<file path="src/rtl/posi_md_mode_fill_pkg.sv">
// Shared definitions for the mode-position buffer controller:
// intra mode constants, CU size encodings, FSM state encoding and the
// CU-size to alignment-mask helper.
package posi_md_mode_fill_pkg;

  localparam logic [5:0] MODE_PLANAR = 6'd0;
  localparam logic [5:0] MODE_DC     = 6'd1;
  localparam logic [5:0] MODE_VER    = 6'd26;

  localparam logic [1:0] CU_8  = 2'd0;
  localparam logic [1:0] CU_16 = 2'd1;
  localparam logic [1:0] CU_32 = 2'd2;
  localparam logic [1:0] CU_64 = 2'd3;

  typedef enum logic [2:0] {
    ST_IDLE,
    ST_FILL,
    ST_RD_L,
    ST_RD_T,
    ST_CALC,
    ST_OUT
  } state_t;

  // CU width in 8x8 units minus one; doubles as the alignment mask.
  function automatic logic [2:0] size_mask(input logic [1:0] sz);
    case (sz)
      CU_8:    return 3'd0;
      CU_16:   return 3'd1;
      CU_32:   return 3'd3;
      default: return 3'd7;
    endcase
  endfunction

endpackage

</file>
<file path="src/rtl/posi_md_mpm_derive.sv">
// Combinational HEVC most-probable-mode list from left (A) and top (B)
// neighbour modes.
module posi_md_mpm_derive
  import posi_md_mode_fill_pkg::*;
#(
  parameter int DAT_WD = 6
) (
  input  logic [DAT_WD-1:0] a_i,
  input  logic [DAT_WD-1:0] b_i,
  output logic [DAT_WD-1:0] mpm0_o,
  output logic [DAT_WD-1:0] mpm1_o,
  output logic [DAT_WD-1:0] mpm2_o
);

  localparam int W = DAT_WD + 1;

  logic [W-1:0] a_p29;
  logic [W-1:0] a_m1;

  // Angular neighbours wrap inside the 32 angular modes; one spare bit
  // keeps A+29 from overflowing before the modulo.
  always_comb begin
    a_p29  = {1'b0, a_i} + W'(29);
    a_m1   = {1'b0, a_i} - W'(1);
    mpm0_o = a_i;
    mpm1_o = b_i;
    mpm2_o = DAT_WD'(MODE_VER);
    if (a_i == b_i) begin
      if (a_i < DAT_WD'(2)) begin
        mpm0_o = DAT_WD'(MODE_PLANAR);
        mpm1_o = DAT_WD'(MODE_DC);
        mpm2_o = DAT_WD'(MODE_VER);
      end else begin
        mpm0_o = a_i;
        mpm1_o = DAT_WD'(W'(2) + (a_p29 & W'(31)));
        mpm2_o = DAT_WD'(W'(2) + (a_m1 & W'(31)));
      end
    end else if (a_i != DAT_WD'(MODE_PLANAR) && b_i != DAT_WD'(MODE_PLANAR)) begin
      mpm2_o = DAT_WD'(MODE_PLANAR);
    end else if (a_i != DAT_WD'(MODE_DC) && b_i != DAT_WD'(MODE_DC)) begin
      mpm2_o = DAT_WD'(MODE_DC);
    end
  end

endmodule

</file>
<file path="src/rtl/posi_md_mode_fill.sv">
// Mode-position buffer controller in front of the 64x6 position/mode RAM.
// Fills every 8x8 slot of a decided CU with its mode, and reads the left
// and top neighbours of a queried CU (DC when outside the LCU).
// Optional feature macro: POSI_MD_MPM_EN adds the MPM derivation and the
// mpm0_o..mpm2_o ports; without it only mode_a_o/mode_b_o are produced.
// RAM enables are active low; read data returns the cycle after the read.
module posi_md_mode_fill
  import posi_md_mode_fill_pkg::*;
#(
  parameter int ADR_WD = 6,
  parameter int DAT_WD = 6
) (
  input  logic              clk,
  input  logic              rstn,
  input  logic              start_i,
  input  logic              qry_i,
  input  logic [2:0]        cu_x_i,
  input  logic [2:0]        cu_y_i,
  input  logic [1:0]        cu_size_i,
  input  logic [DAT_WD-1:0] mode_i,
  output logic              ready_o,
  output logic              vld_o,
  output logic [DAT_WD-1:0] mode_a_o,
  output logic [DAT_WD-1:0] mode_b_o,
`ifdef POSI_MD_MPM_EN
  output logic [DAT_WD-1:0] mpm0_o,
  output logic [DAT_WD-1:0] mpm1_o,
  output logic [DAT_WD-1:0] mpm2_o,
`endif
  output logic [ADR_WD-1:0] adr_o,
  output logic              wr_ena_o,
  output logic [DAT_WD-1:0] wr_dat_o,
  output logic              rd_ena_o,
  input  logic [DAT_WD-1:0] rd_dat_i
);

  state_t            state_q;
  logic [2:0]        x_q, y_q, mask_q, r_q, c_q;
  logic              a_rd_q, b_rd_q;
  logic [DAT_WD-1:0] a_q;

  logic [2:0]        mask_in, fill_x, fill_y, r_nxt, c_nxt;
  logic              last_c, last_w;
  logic [5:0]        fill_adr0, fill_adr, left_adr, top_adr;
  logic [DAT_WD-1:0] a_nxt, b_nxt;

  assign ready_o = (state_q == ST_IDLE);

  // Fill walk (column fastest) and neighbour addresses, all as raster {y,x}.
  always_comb begin
    mask_in   = size_mask(cu_size_i);
    fill_x    = cu_x_i & ~mask_in;
    fill_y    = cu_y_i & ~mask_in;
    fill_adr0 = {fill_y, fill_x};
    last_c    = (c_q == mask_q);
    last_w    = last_c && (r_q == mask_q);
    c_nxt     = last_c ? 3'd0 : c_q + 3'd1;
    r_nxt     = last_c ? r_q + 3'd1 : r_q;
    fill_adr  = {y_q + r_nxt, x_q + c_nxt};
    left_adr  = {cu_y_i, cu_x_i - 3'd1};
    top_adr   = {y_q - 3'd1, x_q};
    a_nxt     = a_rd_q ? rd_dat_i : DAT_WD'(MODE_DC);
    b_nxt     = b_rd_q ? rd_dat_i : DAT_WD'(MODE_DC);
  end

`ifdef POSI_MD_MPM_EN
  logic [DAT_WD-1:0] mpm0_nxt, mpm1_nxt, mpm2_nxt;

  posi_md_mpm_derive #(.DAT_WD(DAT_WD)) u_mpm (
    .a_i    (a_q),
    .b_i    (b_nxt),
    .mpm0_o (mpm0_nxt),
    .mpm1_o (mpm1_nxt),
    .mpm2_o (mpm2_nxt)
  );

  // MPM list registered together with the neighbour modes on the result edge.
  always_ff @(posedge clk or negedge rstn) begin
    if (!rstn) begin
      mpm0_o <= '0;
      mpm1_o <= '0;
      mpm2_o <= '0;
    end else if (state_q == ST_CALC) begin
      mpm0_o <= mpm0_nxt;
      mpm1_o <= mpm1_nxt;
      mpm2_o <= mpm2_nxt;
    end
  end
`endif

  // Main FSM with registered RAM controls. The result is registered on the
  // CALC exit edge so the output step coincides with the return to IDLE,
  // giving vld_o and ready_o in the same cycle; ST_OUT only recovers.
  always_ff @(posedge clk or negedge rstn) begin
    if (!rstn) begin
      state_q  <= ST_IDLE;
      x_q      <= '0;
      y_q      <= '0;
      mask_q   <= '0;
      r_q      <= '0;
      c_q      <= '0;
      a_rd_q   <= 1'b0;
      b_rd_q   <= 1'b0;
      a_q      <= '0;
      vld_o    <= 1'b0;
      mode_a_o <= '0;
      mode_b_o <= '0;
      adr_o    <= '0;
      wr_ena_o <= 1'b1;
      wr_dat_o <= '0;
      rd_ena_o <= 1'b1;
    end else begin
      wr_ena_o <= 1'b1;
      rd_ena_o <= 1'b1;
      vld_o    <= 1'b0;
      case (state_q)
        ST_IDLE: begin
          if (start_i) begin
            x_q      <= fill_x;
            y_q      <= fill_y;
            mask_q   <= mask_in;
            r_q      <= '0;
            c_q      <= '0;
            wr_dat_o <= mode_i;
            wr_ena_o <= 1'b0;
            adr_o    <= ADR_WD'(fill_adr0);
            state_q  <= ST_FILL;
          end else if (qry_i) begin
            x_q     <= cu_x_i;
            y_q     <= cu_y_i;
            a_rd_q  <= (cu_x_i != 3'd0);
            if (cu_x_i != 3'd0) begin
              rd_ena_o <= 1'b0;
              adr_o    <= ADR_WD'(left_adr);
            end
            state_q <= ST_RD_L;
          end
        end
        ST_FILL: begin
          if (last_w) begin
            state_q <= ST_IDLE;
          end else begin
            r_q      <= r_nxt;
            c_q      <= c_nxt;
            wr_ena_o <= 1'b0;
            adr_o    <= ADR_WD'(fill_adr);
          end
        end
        ST_RD_L: begin
          b_rd_q <= (y_q != 3'd0);
          if (y_q != 3'd0) begin
            rd_ena_o <= 1'b0;
            adr_o    <= ADR_WD'(top_adr);
          end
          state_q <= ST_RD_T;
        end
        ST_RD_T: begin
          a_q     <= a_nxt;
          state_q <= ST_CALC;
        end
        ST_CALC: begin
          mode_a_o <= a_q;
          mode_b_o <= b_nxt;
          vld_o    <= 1'b1;
          state_q  <= ST_IDLE;
        end
        default: state_q <= ST_IDLE;
      endcase
    end
  end

endmodule
</file>
<file path="config.mk">
export PLATFORM = sky130hd
export DESIGN_NAME = posi_md_mode_fill
export DESIGN_NICKNAME = d
export VERILOG_FILES = /design/src/rtl/posi_md_mode_fill_pkg.sv /design/src/rtl/posi_md_mpm_derive.sv /design/src/rtl/posi_md_mode_fill.sv
export SDC_FILE = /design/constraint.sdc
export NUM_CORES = 1
export LEC_CHECK = 0
export ABC_CLOCK_PERIOD_IN_PS = 2500
export CAP_MARGIN = 20
export CORE_MARGIN = 4
export CORE_UTILIZATION = 47
export CTS_CLUSTER_DIAMETER = 200
export DETAILED_ROUTE_END_ITERATION = 8
export PLACE_DENSITY = 0.73
export SETUP_SLACK_MARGIN = 0.5
export SLEW_MARGIN = 5
export SYNTH_ARGS = -nofsm -noshare
export SYNTH_HDL_FRONTEND = slang
export SYNTH_SLANG_ARGS = --single-unit
</file>
<file path="constraint.sdc">
create_clock -name clk -period 2.5 [get_ports clk]
set_input_delay 0.25 -clock clk [delete_from_list [all_inputs] [get_ports clk]]
set_output_delay 0.25 -clock clk [all_outputs]
set_load 0.05 [all_outputs]
</file>
==> results of run 1 <==
==> final cells by class <==
class | instances | area, sq um
Timing Repair Buffer | 85 | 769
Clock inverter | 3 | 25.0
Fill cell | 468 | 1810
Multi-Input combinational cell | 202 | 1480
Sequential cell | 53 | 1330
Inverter | 10 | 37.5
Clock buffer | 5 | 68.8
Tap cell | 72 | 90.1
==> routing by layer <==
| metal | up-vias | GRT usage, % |
|---|---|---|
| met5 | - | 0 |
| met4 | 0 | 5.04 |
| li1 | 1119 | - |
| met3 | 11 | 3.01 |
| met2 | 70 | 31.3 |
| met1 | 1089 | 26.1 |
==> synth_stat cells, drive strengths merged (2+ instances only) <==
library cell	n
mux2	17
nand2	63
fa	2
clkbuf	5
nand3	6
mux2i	2
a311oi	3
dfrtp	51
a22oi	2
and2	2
xnor2	8
nor2b	3
and3	2
xor2	5
dfstp	2
nor2	10
inv	10
a21o	2
or3	3
ha	7
buf	7
nor3	6
a31oi	3
o31ai	4
a21oi	4
o21ai	22
nor3b	5
==> placed cells by master, fill, tap and decap left out, types with 4 or more instances in the layout <==
cell type,Yosys,routed
nand2_1,63,63
dfrtp_1,51,51
clkdlybuf4s50_1,0,47
buf_4,2,32
o21ai_0,22,22
mux2_2,16,14
inv_1,10,10
nor2_1,10,9
ha_1,7,6
xnor2_1,8,5
nand3_1,6,5
clkbuf_8,0,5
xor2_1,5,4
a21oi_1,4,4
==> metrics by stage <==
stage	worst slack [ns]	util, %	instance area (sq um)	std cells	setup TNS, ns
6_report	-0.192	67.7	3800	430	-0.338
5_1_grt	-0.314	67.7	3800	430	-0.737
4_1_cts	-0.166	66.6	3730	426	-0.256
3_5_place_dp	-0.345	63.2	3550	415	-0.748
3_3_place_gp	-0.187	63.2	3550	415	-0.355
2_1_floorplan	-0.0924	-	2820	277	-0.139
==> flip-flops by register name, indices dropped and copies added, names as in the netlist <==
signal / flops
r_q: 3
x_q: 3
rd_ena_o: 1
mode_b_o: 6
adr_o: 6
b_rd_q: 1
vld_o: 1
a_q: 6
state_q: 3
a_rd_q: 1
y_q: 3
c_q: 3
mode_a_o: 6
wr_dat_o: 6
wr_ena_o: 1
mask_q: 3
==> path summary, 6_finish.rpt <==
| path | from | to | slack, ns | cells after the start |
|---|---|---|---|---|
| max | mask_q[1]$_DFFE_PN0P_ | adr_o[5]$_DFFE_PN0P_ | -0.19 | 11 |
| min reg2reg | a_q[2]$_DFFE_PN0P_ | mode_a_o[2]$_DFFE_PN0P_ | 0.47 | 2 |
| max in group asynchronous | rstn | adr_o[2]$_DFFE_PN0P_ | 2.02 | 2 |
| min in group clk | cu_x_i[1] | x_q[1]$_DFFE_PN0P_ | 0.35 | 3 |
| min | rstn | mode_a_o[2]$_DFFE_PN0P_ | 0.05 | 2 |
| max reg2reg | mask_q[1]$_DFFE_PN0P_ | adr_o[5]$_DFFE_PN0P_ | -0.19 | 11 |
==> power by group through the flow <==
stage / Clock, W / Combinational (W) / Sequential [W]
finish: 0.000500 / 0.00418 / 0.00152
global route: 0.000549 / 0.00452 / 0.00157
CTS: 0.000515 / 0.00401 / 0.00152
detailed placement: 0 / 0.00378 / 0.00152
global placement: 0 / 0.00369 / 0.00150
floorplan: 0 / 0.00192 / 0.00223
==> kinds of logic (layout without fill, tap and decap cells) <==
group                    Yosys count  count (layout)  synth area share, %
adder cells (fa/ha/maj)            9               9                 4.60
AND/OR/NAND/NOR                  109             109                 18.7
AO/OA/AOI/OAI                     52              52                 13.0
multiplexers                      19              19                 7.75
XOR/XNOR                          13              13                 4.10
flip-flops                        53              53                 47.9
buffers and inverters             22             103                 3.92
==> timing repair <==
item / CTS / global route
setup buffers: 3 / 4
setup endpoints to repair: 11 / 18
pin swaps: 8 / 4
gates resized for setup: 20 / 6
==> results.yml, run 1 <==
status:
  run_status: "complete, but fails checks"
  failed_checks: "negative setup slack"
logic_synthesis:
  ys_types: 55
  postSynth.asyncResetShare_pct: 100
  synth_area_leader_cell: "dfrtp_1"
  synth.yosys.warnings: 0
  synth-seq-cells: 53
  synth-main-ff-cell: "dfrtp_1"
  synth_cells: 277
  post_synth_main_area_contributors: "dfrtp_1, nand2_1, mux2_2, o21ai_0, ha_1"
  synth_area_per_cell_sq_um: 10.0
  synth-seq-area-share_pct: 47.9
  synth_fp_nets: 310
  mappedNetlistArea_sq_um: 2780
  synth_top_area_share_pct: 46.0
  synth_edf_count: 0
route:
  highest_layer: "met4"
  drc_errors: 0
  dr.pass1.iters: 4
  avgRoutedWirePerCell_um: 15.3
  detail-route-antenna-nets: 0
  drt-total-wl_mm: 6.57
  met3_wire_length_um: 358
  route.detailed.vias_per_inst: 5.32
  m1WireLength_mm: 2.88
  route.met2.wl_mm: 3.24
  drtIter0Drc: 139
  routed-via-count: 2289
timing:
  setup_ws_ns: -0.192
  timing.final.max_slew_violations: 0
  period_needed_ns: 2.69
  setup_violating_endpoint_count_in_the_final_report: 3
  timing_hold_violations_final: 0
  clock.fmax_mhz: 372
  max-slew-margin-rel_pct: 56.5
  rsz_0062_raised_after_global_routing: "yes"
  final.hold.worst_slack_ns: 0.0508
  skew_ns: 0.0139
  worstMarginPinSlew_ns: 0.652
  finalCritPeriodShare_pct: 108
clock_tree:
  path_clk_slew_ns: 0.11
  cts.root.buffer_cell: "clkbuf_8"
  htreeDepth: 2
  worst_skew_pair.late_latency_ns: 0.31
  cts_buffers: 5
  clockBufferDepth: 2
  tritoncts: "built"
  cts_hold_buffers: 0
  cts.sinks: 53
critical_path:
  timing.critical_path.required_ns: 2.70
  crit_family: "XOR/XNOR gates"
  path_cells: "xnor2_2 -> and3_4 -> mux2i_4 -> ha_1 -> nand2_1 -> fa_2 -> xor2_2 -> xnor2_1 -> xnor2_1 -> a21boi_1 -> mux2_4"
  worst-setup-path-type: "flip-flop to flip-flop"
  critical_path.max_fanout: 4
  timing.critical_path.from_type: "flip-flop"
  critical-path-slowest-cell: "dfrtp_1"
  critical_path_arrival_ns: 2.89
  cp_num_buf_inv: 0
  cp-end-kind: "flip-flop"
  critPathMaxStageDelay_ns: 0.42
  most_common_cell_type_on_the_critical_path: "xnor2_1"
die:
  io-pin-count: 52
  num_rows: 27
  initial_utilization_pct: 49.5
  fp.dieW_um: 84.9
  dieArea_sq_um: 7200
  fp.coreArea_sq_um: 5610
  dieHeight_um: 84.9
power:
  irDropWorstVdd_mv: 0.923
  comb_power_share_pct: 67.5
  switching_share_pct: 45.5
  totalPowerFinal_w: 0.00620
  share_seq_of_total_power_pct: 24.5
  cellInternalPower_w: 0.00338
  power.static_leakage_nw: 1.74
  power_switching_w: 0.00282
  p_per_area_nw_per_um2: 1630
  power_frac_clock_pct: 8.1
grt:
  grt_overflow: 0
  first_pass_grt_wire_length_mm: 11.1
  grt_pass1_vias: 2296
  grt_max_degree: 54
  antenna_found_initial: 0
  groute.usage.overall_pct: 19.0
placed_design:
  gpl.final_weighted_congestion: 0.909
  detailedPlacementHpwl_mm: 4.92
  io_buf_count: 51
layout:
  final_nets: 390
  post_route_cells_drive_above_1_share_pct: 24.9
  area_growth_pct: 36.7
  diodes: 0
flow_run:
  max_cap_viol_count: 0
hold_path:
  type_of_the_tightest_min_delay_check: "primary input to async pin"
(Power assumes the default switching activity.)
==> run 2, diff against run 1 <==
--- a/config.mk
+++ b/config.mk
@@ -7,6 +7,7 @@
 export LEC_CHECK = 0
 export ABC_CLOCK_PERIOD_IN_PS = 2500
 export CAP_MARGIN = 20
+export CORE_ASPECT_RATIO = 1.75
 export CORE_MARGIN = 4
 export CORE_UTILIZATION = 47
 export CTS_CLUSTER_DIAMETER = 200
==> run 2 against run 1 <==
Effect of this change: the run still ends with negative setup slack left; flip-flop and latch count did not move; via count rose by 0.35%; routed wire length rose by 2.9%; worst setup slack improved by 0.090 ns; combinational power fell by 4%; total power fell by 2.7%; final area fell by 1.0%; register-to-register slack improved by 0.09 ns; sequential share of layout area rose by 0.36 points; highest routed layer unchanged; cell count rose by 0.93%.
==> results.yml, run 2 (synthesized netlist as in run 1, its figures left out) <==
layout:
  finish.cell_count_without_fillers: 434
  diodes: 0
  multi_input_comb_area_sq_um: 1430
  post_route_cells_drive_above_1_share_pct: 24.3
  mostFrequentLayoutCells: "nand2_1, dfrtp_1, clkdlybuf4s50_1, buf_4, o21ai_0"
  fillers: 472
  area_growth_pct: 35.3
  final_util_pct: 66.2
  seq_area_sq_um: 1330
  final_nets: 390
  final_common_cell: "nand2_1"
clock_tree:
  path_clk_slew_ns: 0.10
  htreeDepth: 2
  cts.root.buffer_cell: "clkbuf_8"
  worst_skew_pair.late_latency_ns: 0.31
  clockBufferDepth: 2
  cts_hold_buffers: 0
  cts.sinks: 53
  cts_buffers: 5
  tritoncts: "built"
placed_design:
  detailedPlacementHpwl_mm: 5.28
  place.detailed.instances: 420
  io_buf_count: 51
  gpl.final_weighted_congestion: 0.830
critical_path:
  critical-path-slowest-cell: "dfrtp_1"
  critPathMaxStageDelay_ns: 0.42
  cp-end-kind: "flip-flop"
  critical_path_arrival_ns: 2.80
  path_cells: "xnor2_2 -> and3_4 -> mux2i_2 -> ha_1 -> nand2_1 -> fa_2 -> xor2_2 -> xnor2_1 -> xnor2_1 -> a21boi_1 -> mux2_4"
  timing.critical_path.from_type: "flip-flop"
  worst-setup-path-type: "flip-flop to flip-flop"
  timing.critical_path.required_ns: 2.70
  most_common_cell_type_on_the_critical_path: "xnor2_1"
  critical_path.max_fanout: 6
route:
  routed-via-count: 2297
  avgRoutedWirePerCell_um: 15.6
  drc_errors: 0
  route.detailed.vias_per_inst: 5.29
  drtIter0Drc: 95
  drt-total-wl_mm: 6.76
  detail-route-antenna-nets: 0
  dr.pass1.iters: 4
grt:
  antenna_found_initial: 0
  first_pass_grt_wire_length_mm: 11.0
  grt_pass1_vias: 2349
  groute.usage.overall_pct: 20.2
  grt_max_degree: 54
  grt_overflow: 0
timing:
  setup_ws_ns: -0.102
  timing_hold_violations_final: 0
  max-slew-margin-rel_pct: 56.3
  period_needed_ns: 2.60
  timing.final.max_slew_violations: 0
  finalCritPeriodShare_pct: 104
  skew_ns: 0.00932
  rsz_0062_raised_after_global_routing: "yes"
  clock.fmax_mhz: 384
  worstMarginPinSlew_ns: 0.656
  timing.setup.tns_ns: -0.181
  setup_violating_endpoint_count_in_the_final_report: 2
hold_path:
  type_of_the_tightest_min_delay_check: "primary input to async pin"
die:
  dieHeight_um: 110
  num_rows: 36
  dieArea_sq_um: 7250
  io-pin-count: 52
  fp.dieW_um: 66.1
  initial_utilization_pct: 48.9
  fp.coreArea_sq_um: 5680
status:
  failed_checks: "negative setup slack"
  run_status: "complete, but fails checks"
power:
  power.static_leakage_nw: 1.72
  irDropWorstVdd_mv: 0.900
  p_per_area_nw_per_um2: 1600
flow_run:
  max_cap_viol_count: 0
==> run 2: cell types whose count changed in the layout (fill, tap and decap cells not counted), sizes merged <==
cell / delta
dlygate4sd2: -2
clkdlybuf4s50: +2
==> run 2: stage by stage <==
step | instance area, sq um | hold WS, ns | power [W] | setup slack [ns]
2_1_floorplan | 2820 | -0.0456 | 0.00414 | -0.0924
3_3_place_gp | 3570 | 0.402 | 0.00524 | -0.186
3_5_place_dp | 3570 | 0.410 | 0.00533 | -0.249
4_1_cts | 3730 | 0.0650 | 0.00598 | -0.107
5_1_grt | 3760 | 0.0912 | 0.00647 | -0.219
6_report | 3760 | 0.0429 | 0.00603 | -0.102
==> run 2: path summary, 6_finish.rpt <==
check,start,end,slack (ns),cells after the start
hold reg to reg,a_q[4]$_DFFE_PN0P_,mode_a_o[4]$_DFFE_PN0P_,0.47,2
min in group clk,a_q[4]$_DFFE_PN0P_,mode_a_o[4]$_DFFE_PN0P_,0.47,2
setup reg to reg,mask_q[2]$_DFFE_PN0P_,adr_o[5]$_DFFE_PN0P_,-0.10,11
hold / removal,rstn,mode_a_o[4]$_DFFE_PN0P_,0.04,2
setup / recovery,mask_q[2]$_DFFE_PN0P_,adr_o[5]$_DFFE_PN0P_,-0.10,11
max in group asynchronous,rstn,mask_q[1]$_DFFE_PN0P_,2.02,2
==> run 2: critical path: cells and delay by family, from the launching register on <==
family                   cells  cell delay [ns]
adder cells (fa/ha/maj)      2             0.50
AO/OA/AOI/OAI                1             0.08
flip-flops                   1             0.42
AND/OR/NAND/NOR              2             0.32
XOR/XNOR                     4             0.67
multiplexers                 2             0.49
==> run 2: area by class of cell <==
class | instances | share of cell area [%]
inverter | 10 | 0.999
multi-input combinational | 202 | 38.2
sequential | 53 | 35.4
tap | 76 | 2.53
clock buffer | 5 | 1.83
clock inverter | 3 | 0.666
timing repair buffer | 85 | 20.4
==> run 2: layer usage <==
metal | track usage (%) | share of wire, %
met1 | 19.9 | 37
met2 | 38.9 | 55
met3 | 4.19 | 4.3
met4 | 9.45 | 3.7
met5 | 0 | 0
==> run 2: report_power, final <==
group	switching, W	leakage (nW)	internal (W)
Sequential	0.000257	0.660	0.00125
Combinational	0.00218	1.01	0.00184
Clock	0.000301	0.0447	0.000203
Total	0.00274	1.72	0.00329
==> run 2: timing repair <==
item	in CTS	in global routing
buffers inserted	3	3
pin swaps	4	5
resized for setup	11	4
endpoints found under the setup margin	10	11
==> run 3, diff against run 2 <==
--- a/config.mk
+++ b/config.mk
@@ -9,10 +9,11 @@
 export CAP_MARGIN = 20
 export CORE_ASPECT_RATIO = 1.75
 export CORE_MARGIN = 4
-export CORE_UTILIZATION = 47
+export CORE_UTILIZATION = 49
+export CTS_BUF_LIST = sky130_fd_sc_hd__clkbuf_4
 export CTS_CLUSTER_DIAMETER = 200
 export DETAILED_ROUTE_END_ITERATION = 8
-export PLACE_DENSITY = 0.73
+export PLACE_DENSITY = 0.76
 export SETUP_SLACK_MARGIN = 0.5
 export SLEW_MARGIN = 5
 export SYNTH_ARGS = -nofsm -noshare
==> run 3 against run 2 <==
Effect of this change: the flow still finishes with violations (negative setup slack); largest cell class unchanged; clock-buffer cell count did not move; cell count rose by 0.46%; largest power group unchanged; non-clock buffer count rose by 2; final area rose by 0.40%.
==> results.yml, run 3 (synthesized netlist as in run 1, its figures left out) <==
layout:
  post_route_cells_drive_above_1_share_pct: 25.3
  diodes: 0
  final_common_cell: "nand2_1"
  finish.cell_count_without_fillers: 436
  fillers: 443
  mostFrequentLayoutCells: "nand2_1, dfrtp_1, clkdlybuf4s50_1, buf_4, o21ai_0"
  final_nets: 392
  multi_input_comb_area_sq_um: 1460
  area_growth_pct: 35.9
  seq_area_sq_um: 1330
power:
  irDropWorstVdd_mv: 0.869
  p_per_area_nw_per_um2: 1600
  power.static_leakage_nw: 1.72
placed_design:
  io_buf_count: 51
  gpl.final_weighted_congestion: 0.898
  place.detailed.instances: 422
  detailedPlacementHpwl_mm: 5.18
clock_tree:
  clockBufferDepth: 2
  cts.root.buffer_cell: "clkbuf_4"
  htreeDepth: 2
  worst_skew_pair.late_latency_ns: 0.39
  cts.sinks: 53
  path_clk_slew_ns: 0.16
  tritoncts: "built"
  cts_buffers: 5
die:
  dieHeight_um: 108
  initial_utilization_pct: 50.1
  fp.coreArea_sq_um: 5540
  dieArea_sq_um: 6980
  io-pin-count: 52
  fp.dieW_um: 64.9
  num_rows: 36
timing:
  max-slew-margin-rel_pct: 56.7
  skew_ns: 0.0159
  timing_hold_violations_final: 0
  timing.setup.tns_ns: -0.339
  clock.fmax_mhz: 377
  final.hold.worst_slack_ns: 0.435
  rsz_0062_raised_after_global_routing: "yes"
  period_needed_ns: 2.65
  timing.final.max_slew_violations: 0
  worstMarginPinSlew_ns: 0.650
  setup_violating_endpoint_count_in_the_final_report: 3
  setup_ws_ns: -0.154
  finalCritPeriodShare_pct: 106
critical_path:
  critical_path.max_fanout: 6
  setup.reg_to_reg.worst_slack_ns: -0.15
  timing.critical_path.from_type: "flip-flop"
  critical_path_arrival_ns: 2.95
  worst-setup-path-type: "flip-flop to flip-flop"
  cp-end-kind: "flip-flop"
  timing.critical_path.required_ns: 2.79
flow_run:
  max_cap_viol_count: 0
route:
  detail-route-antenna-nets: 0
  route.detailed.vias_per_inst: 5.43
  drtIter0Drc: 100
  dr.pass1.iters: 4
  avgRoutedWirePerCell_um: 15.4
  drt-total-wl_mm: 6.73
  drc_errors: 0
  routed-via-count: 2368
grt:
  antenna_found_initial: 0
  grt-busiest-layer: "met2"
  grt_pass1_vias: 2455
  global_route.usage.met3_pct: 4.91
  first_pass_grt_wire_length_mm: 11.4
  grt_max_degree: 54
  met2_usage_grt_pct: 38.8
  groute.usage.overall_pct: 21.4
  globalRouteMet1Util_pct: 21.4
  grt_overflow: 0
hold_path:
  type_of_the_tightest_min_delay_check: "primary input to flip-flop"
status:
  run_status: "complete, but fails checks"
  failed_checks: "negative setup slack"
run 3: layout make-up:
class                           count  share of cell area (%)
Timing Repair Buffer               87                    21.0
Sequential cell                    53                    35.2
Clock buffer                        5                   0.995
Clock inverter                      3                   0.663
Multi-Input combinational cell    202                    38.6
Inverter                           10                   0.995
Tap cell                           76                    2.52
run 3: worst paths after layout:
| path | end | cells past startpoint | start |
|---|---|---|---|
| setup / recovery | adr_o[5]$_DFFE_PN0P_ | 11 | mask_q[1]$_DFFE_PN0P_ |
| hold / removal | mode_b_o[2]$_DFFE_PN0P_ | 3 | rd_dat_i[2] |
| setup reg to reg | adr_o[5]$_DFFE_PN0P_ | 11 | mask_q[1]$_DFFE_PN0P_ |
| hold reg to reg | mode_a_o[3]$_DFFE_PN0P_ | 2 | a_q[3]$_DFFE_PN0P_ |
| max in group asynchronous | adr_o[2]$_DFFE_PN0P_ | 3 | rstn |
| min in group asynchronous | mode_a_o[2]$_DFFE_PN0P_ | 3 | rstn |
run 3: power by group:
group | internal (W) | switching [W]
logic | 0.00190 | 0.00223
clock network | 0.000115 | 0.000286
registers | 0.00125 | 0.000260
total | 0.00327 | 0.00278
run 3: what timing repair did:
| item | in CTS | in global routing |
|---|---|---|
| setup endpoints to repair | 20 | 10 |
| gates cloned | 0 | 0 |
| setup buffers | 3 | 2 |
| gates resized for setup | 16 | 6 |
| pin swaps | 4 | 3 |
| hold endpoints to repair | 51 | 0 |
| hold buffers | 1 | 0 |
run 3: worst max-delay path, cell delays in order (launching register included):
cell and delay [ns]:
dfrtp_1 0.44, xnor2_2 0.22, and3_4 0.28, mux2i_2 0.24, ha_1 0.15, nand2_1 0.07
fa_2 0.35, xor2_2 0.16, xnor2_1 0.18, xnor2_1 0.14, a21boi_1 0.08, mux2_4 0.26
run 3: metrics by stage:
step | worst slack [ns] | total power (W) | area [sq um] | utilization (%)
6_report | -0.154 | 0.00604 | 3770 | 68.1
5_1_grt | -0.266 | 0.00645 | 3770 | 68.1
4_1_cts | -0.134 | 0.00593 | 3720 | 67.2
3_5_place_dp | -0.324 | 0.00538 | 3590 | 64.7
3_3_place_gp | -0.217 | 0.00530 | 3590 | 64.7
2_1_floorplan | -0.0924 | 0.00414 | 2820 | -
run 3: routing by layer:
metal  routed length [um]  vias to the layer above
li1                     -                     1123
met1                 2390                     1137
met5                    0                        -
met4                  335                        0
met2                 3660                       83
met3                  333                       25
